<file path="src/rtl/rv32_pipe_pkg.sv">
// Shared RV32 pipeline constants: datapath widths and the bubble encoding
// used wherever a stage has nothing valid to present.
package rv32_pipe_pkg;

    localparam int          XLEN_DEF      = 32;
    localparam int          ILEN_DEF      = 32;
    localparam logic [31:0] NOP_INSTR_DEF = 32'h0000_0013;  // addi x0,x0,0

endpackage

</file>
<file path="src/rtl/pipe_fifo.sv">
// Small power-of-two FIFO with a ready/valid handshake on both sides and a
// synchronous flush. Storage is left unreset; only pointers and count are.
module pipe_fifo #(
    parameter int DATA_W = 64,
    parameter int DEPTH  = 2
) (
    input  logic                     clk,
    input  logic                     rst,
    input  logic                     flush,
    input  logic                     wr_valid,
    output logic                     wr_ready,
    input  logic [DATA_W-1:0]        wr_data,
    output logic                     rd_valid,
    input  logic                     rd_ready,
    output logic [DATA_W-1:0]        rd_data,
    output logic [$clog2(DEPTH):0]   count
);

    localparam int PTR_W = $clog2(DEPTH);
    localparam int CNT_W = PTR_W + 1;
    localparam logic [CNT_W-1:0] FULL_CNT = CNT_W'(DEPTH);

    logic [DATA_W-1:0] mem_q [DEPTH];

    logic [PTR_W-1:0] wr_ptr_q;
    logic [PTR_W-1:0] wr_ptr_d;
    logic [PTR_W-1:0] rd_ptr_q;
    logic [PTR_W-1:0] rd_ptr_d;
    logic [CNT_W-1:0] count_q;
    logic [CNT_W-1:0] count_d;

    logic push;
    logic pop;

    // Ready/valid depend only on registered state, so a full buffer never
    // passes a word straight through in the cycle it is being drained.
    assign wr_ready = (count_q != FULL_CNT);
    assign rd_valid = (count_q != '0);
    assign rd_data  = mem_q[rd_ptr_q];
    assign count    = count_q;

    assign push = wr_valid && wr_ready && !flush;
    assign pop  = rd_valid && rd_ready && !flush;

    always_comb begin
        wr_ptr_d = wr_ptr_q;
        rd_ptr_d = rd_ptr_q;
        count_d  = count_q;
        if (flush) begin
            wr_ptr_d = '0;
            rd_ptr_d = '0;
            count_d  = '0;
        end else begin
            // Pointers are exactly PTR_W bits, so DEPTH-1 wraps to 0 for free.
            if (push) begin
                wr_ptr_d = wr_ptr_q + PTR_W'(1);
            end
            if (pop) begin
                rd_ptr_d = rd_ptr_q + PTR_W'(1);
            end
            count_d = count_q + CNT_W'(push) - CNT_W'(pop);
        end
    end

    always_ff @(posedge clk or posedge rst) begin
        if (rst) begin
            wr_ptr_q <= '0;
            rd_ptr_q <= '0;
            count_q  <= '0;
        end else begin
            wr_ptr_q <= wr_ptr_d;
            rd_ptr_q <= rd_ptr_d;
            count_q  <= count_d;
        end
    end

    always_ff @(posedge clk) begin
        if (push) begin
            mem_q[wr_ptr_q] <= wr_data;
        end
    end

endmodule

</file>
<file path="src/rtl/if_id_buf.sv">
// Fetch-to-decode skid buffer: queues {pc, instruction} pairs and presents a
// clean bubble (pc 0, NOP) toward decode whenever the queue is empty.
module if_id_buf
    import rv32_pipe_pkg::*;
#(
    parameter int               XLEN      = XLEN_DEF,
    parameter int               ILEN      = ILEN_DEF,
    parameter int               DEPTH     = 2,
    parameter logic [ILEN-1:0]  NOP_INSTR = ILEN'(NOP_INSTR_DEF)
) (
    input  logic                     clk,
    input  logic                     rst,
    input  logic                     flush,
    input  logic                     in_valid,
    output logic                     in_ready,
    input  logic [XLEN-1:0]          pc,
    input  logic [ILEN-1:0]          instruction,
    output logic                     out_valid,
    input  logic                     out_ready,
    output logic [XLEN-1:0]          pc_de,
    output logic [ILEN-1:0]          instr_de,
    output logic [$clog2(DEPTH):0]   count
);

    localparam int ENTRY_W = XLEN + ILEN;

    logic [ENTRY_W-1:0] wr_entry;
    logic [ENTRY_W-1:0] head_entry;
    logic               head_valid;
    logic [XLEN-1:0]    head_pc;
    logic [ILEN-1:0]    head_instr;

    assign wr_entry = {pc, instruction};

    pipe_fifo #(
        .DATA_W (ENTRY_W),
        .DEPTH  (DEPTH)
    ) u_fifo (
        .clk      (clk),
        .rst      (rst),
        .flush    (flush),
        .wr_valid (in_valid),
        .wr_ready (in_ready),
        .wr_data  (wr_entry),
        .rd_valid (head_valid),
        .rd_ready (out_ready),
        .rd_data  (head_entry),
        .count    (count)
    );

    assign head_pc    = head_entry[ILEN +: XLEN];
    assign head_instr = head_entry[ILEN-1:0];
    assign out_valid  = head_valid;

    // Unwritten storage may hold X; decode must only ever see a defined bubble.
    always_comb begin
        pc_de    = '0;
        instr_de = NOP_INSTR;
        if (head_valid) begin
            pc_de    = head_pc;
            instr_de = head_instr;
        end
    end

endmodule

</file>
<file path="config.mk">
export PLATFORM = sky130hd
export DESIGN_NAME = if_id_buf
export DESIGN_NICKNAME = d
export VERILOG_FILES = /design/src/rtl/rv32_pipe_pkg.sv /design/src/rtl/pipe_fifo.sv /design/src/rtl/if_id_buf.sv
export SDC_FILE = /design/constraint.sdc
export NUM_CORES = 1
export LEC_CHECK = 0
export ABC_CLOCK_PERIOD_IN_PS = 6300
export BUFFER_PORTS_ARGS = -buffer_cell sky130_fd_sc_hd__buf_2
export CORE_MARGIN = 4
export CORE_UTILIZATION = 47
export CTS_CLUSTER_SIZE = 24
export DETAILED_ROUTE_END_ITERATION = 10
export PLACE_DENSITY = 0.74
export RECOVER_POWER = 100
export SLEW_MARGIN = 25
export SYNTH_ARGS = -nofsm -noshare
export SYNTH_HDL_FRONTEND = slang
export SYNTH_SLANG_ARGS = --single-unit
</file>
<file path="constraint.sdc">
create_clock -name clk -period 6.3 [get_ports clk]
set_input_delay 0.63 -clock clk [delete_from_list [all_inputs] [get_ports clk]]
set_output_delay 0.63 -clock clk [all_outputs]
set_load 0.005 [all_outputs]
</file>
Yosys cells after proc, flatten, opt, wreduce, memory -nomap -nowiden:

Memory sizes are Yosys's and may differ from the RTL's.
Index checks and enable logic that the tools add are counted.

* add/sub/neg operators: 4
* eq/ne operators: 1
* reductions and logical operators: 8
* multiplexer cells: 9

Operator list (number)
* 32-bit two-way mux: 2
* 1-bit two-way mux: 6
* 2-bit nonzero test: 3
* 1-bit logical AND: 4
* 1-bit adder (second input constant): 2
* 2-bit by 1-bit adder with 2-bit output: 1
* 2-bit two-way mux: 1
* 2-bit inequality test (second input constant): 1
* 2-bit by 1-bit subtractor with 2-bit output: 1
* 1-bit zero test: 1

* bits in registers: 4
* input bits: 69
* memories kept: 1
* memory bits (writable): 128
* logic and storage cells: 26

Memory list
* u_fifo.mem_q: words 2, width 64, rd ports 1, clocked after Yosys merged registers in 0, write ports 1, RTL line pipe_fifo.sv:23 `logic [DATA_W-1:0] mem_q [DEPTH];`

Depth between registers and ports, before layout:

* depth in word-level cells: 6
* mapped depth: 8
* gate-level depth less buffers: 8

Cells and area by module:

Synthesis repeated with hierarchy kept, for this count alone.

* cells, all modules: 296
* area, all modules: 5571.6 um2

By module, submodules not included
* pipe_fifo: area an instance 5068.6 um2, cells each 226, times used 1
* if_id_buf: area an instance 503.0 um2, cells each 70, times used 1

Worst setup path after synthesis:

Ideal clock, no wire load.

* path type: input to register
* start point: in flush
* end point: mem u_fifo.mem_q[1][0] (enable)
* arrival time: 5544 ps
* setup slack: 178 ps
* setup time: 578 ps
* stages: 2
* data required time: 5722 ps
* buffers on the path: 1
* path through: clkbuf_1 > nor3b_1

* cells in the longest elaborated chain, start to end: 4

RTL lines
* start: declaration: RTL line if_id_buf.sv:13 `input logic flush,`
* 1-bit zero test: RTL line pipe_fifo.sv:42 `assign push = wr_valid && wr_ready && !flush;`
* 1-bit logical AND: RTL line pipe_fifo.sv:42
* 1-bit two-way mux: RTL line pipe_fifo.sv:78 `if (push) begin`
* 1-bit two-way mux (not written as such): RTL line pipe_fifo.sv:79 `mem_q[wr_ptr_q] <= wr_data;`
* end: declaration: RTL line pipe_fifo.sv:23

Every way passes these cells.

Worst setup path in the final report:

* start point: reg u_fifo.rd_ptr_q
* end point: out instr_de[21]

* cells in the longest elaborated chain, start to end: 2

RTL lines
* start: declaration: RTL line pipe_fifo.sv:27 `logic [PTR_W-1:0] rd_ptr_q;`
* start signal: assignment: RTL line pipe_fifo.sv:72 `rd_ptr_q <= rd_ptr_d;`
* memory read 2 x 64 bit
* 32-bit two-way mux: RTL line if_id_buf.sv:59 `if (head_valid) begin`
* end: declaration: RTL line if_id_buf.sv:21 `output logic [ILEN-1:0] instr_de,`

Every way passes these cells.

==> qor.csv <==
metric,value,unit
status,"complete, but fails checks",
violated checks,"capacitance limit, slew limit",
largest net degree at the start of global routing,63,
Post-Syn Area,0.00508,mm²
Die Wd,112,µm
Finished Layout Cells,594,
FMAX,272,MHz
Area Growth Syn to Fin,25.1,%
DIE AREA,0.0125,mm²
CP Max Fanout,36,
CTS max path bufs,2,
overall routed net length,9.42,mm
Final ANT Viol Nets,0,
Worst Hold Class,in2reg,
Synth top cells by count,"edfxtp_1, nor2_1, mux2i_1",
number of synthesized flops with an enable pin,128,
dpl cells,562,
drc violations,0,
Mean Syn Cell Area,17.0,µm²
DP Area,0.00590,mm²
post-DR wirelength/cell,15.9,µm
"Hold Vio Cnt, Final",0,
count of warnings emitted by yosys,0,
maximum VDD drop,0.000205,V
drt via density,4.93,
core area,0.0104,mm²
Final Setup Violations,0,
share of layout cells above drive strength 1,18.8,%
Initial Utilization,48.7,%
setup bufs post-CTS,0,
initial antenna violation count,0,
cts hold-fix bufs,1,
Least-Margin Pin Slew,2290,ps
"Seq/Total Area, Yosys",77.7,%
H-tree lvl count,4,
total grt overflow,0,
Rows,37,
first-pass GRT wire length,15.2,mm
P per Cell Area,369,mW/mm²
DRT Pass-1 Iters,4,
most common cell in the netlist,edfxtp_1,
Die H,112,µm
Leak,2.18,nW
Logic pwr share,14.5,%
largest cells by area after synthesis,"edfxtp_1, mux2i_1, nor2_1",
RSZ-0062 raised after global routing,no,
GRT Resource Usage Total,15.8,%
clock-pin slew on the worst setup and hold paths,60,ps
clk_lat worst skew,510,ps
"area leader, netlist",edfxtp_1,
Slew Limit Fails,118,
fin area,0.00635,mm²
CTS resizes,0,
Worst Setup Start Kind,flop,
"flops & latches, synth",132,
Netlist cell types,21,
dpl hpwl,5.92,mm
Setup crit end kind,primary output,
ys flop type,edfxtp_1,
clock share of power,40.1,%
n_diodes,0,
setup ws final,2620,ps
sw frac,24.6,%
pre-CTS setup slack,4010,ps
Vias,2930,
Ports,137,
Sw Pwr,577,µW
Initial DRC Count,147,
setup TNS,0,ps
synthesized net count,369,
IO buf count,136,
internal power,1.77,mW
WP data arrival,3050,ps
cts bufs inserted,17,
Tcrit/Tclk final,58.5,%
CTS sink cnt,132,
clk root buf,clkbuf_8,
asr flop ratio synth,3.03,%
vias in the first global route,3130,
slew margin rel.,-52.4,%
TritonCTS clock tree,yes,
Seq pwr share,45.3,%
Layout Skew,5.23,ps
Mapped Cells,298,
Nets,517,
Setup CP Type,reg2out,
"reg-to-reg slack, setup",3230,ps
WP data required,5670,ps
Power Total,2.35,mW
MaxCap Viol Count,3,
Synth top area share,75.7,%
min Tclk post-route,3680,ps
global placer's final weighted congestion,0.737,
-- state kept, by name, indices dropped and copies added, names as in the netlist --
register	flops
u_fifo.mem_q	128
u_fifo.count	2
u_fifo.rd_ptr_q	1
u_fifo.wr_ptr_q	1
-- cell usage in the layout (no fill, tap or decap), types with 2 or more instances in the layout --
| master | count |
|---|---|
| buf_1 | 2 |
| buf_2 | 37 |
| bufinv_16 | 3 |
| clkbuf_1 | 88 |
| clkbuf_16 | 16 |
| clkbuf_2 | 13 |
| clkinv_2 | 4 |
| clkinvlp_4 | 6 |
| dfrtp_1 | 4 |
| edfxtp_1 | 128 |
| ha_1 | 2 |
| inv_1 | 4 |
| mux2i_1 | 64 |
| nand2_1 | 4 |
| nor2_1 | 66 |
| nor2b_1 | 2 |
| nor3_1 | 2 |
| xor2_1 | 2 |
-- stage by stage --
| stage | hold slack (ps) | util [%] |
|---|---|---|
| finish | 306 | 61.0 |
| global route | 282 | 61.0 |
| CTS | 277 | 62.3 |
| detailed placement | 519 | 56.7 |
| global placement | 516 | 56.5 |
| floorplan | 396 | - |
-- routing by layer --
metal	track usage [%]	share of wire, %	up-vias
met2	26.1	49	119
met5	0	0	-
li1	-	-	1390
met3	5.76	8.2	14
met4	6.25	1.3	0
met1	18.8	41	1407
-- final cells by class --
type	count	area, µm²
Multi-Input combinational cell	148	1020
Timing Repair Buffer	143	626
Tap cell	136	170
Inverter	4	15.0
Clock inverter	14	164
Sequential cell	132	3940
Fill cell	844	4070
Clock buffer	17	414
-- logic make-up after synthesis --
group	share of synthesized area (%)
DFF	77.7
and+or+nand+nor	6.23
muxes	12.8
buffers and inverters	2.32
xor gates and xnor gates	0.345
adders and majority gates	0.493
AOI/OAI and AO/OA	0.0985
-- power by group through the flow --
stage	logic, mW	clock network, mW	registers, mW
after CTS	0.365	0.962	1.06
after floorplan	0.234	0	1.06
after global placement	0.338	0	1.09
final	0.341	0.941	1.06
after global routing	0.386	1.01	1.07
after detailed placement	0.362	0	1.08
-- final timing paths --
kind | to | depth (start not counted) | start
min in group asynchronous | u_fifo.wr_ptr_q | 3 | rst
hold / removal | u_fifo.mem_q[0][14] | 1 | instruction[14]
setup reg to reg | u_fifo.mem_q[1][37] | 4 | u_fifo.count[0]
setup / recovery | instr_de[21] | 4 | u_fifo.rd_ptr_q
max in group asynchronous | u_fifo.count[1] | 3 | rst
hold reg to reg | u_fifo.wr_ptr_q | 2 | u_fifo.wr_ptr_q
-- critical path, stage by stage, from the launching register on --
cell and delay, ps:
dfrtp_1 1700, buf_12 330, mux2i_1 270, nor2_1 80, clkbuf_1 140
(Power assumes the default switching activity.)
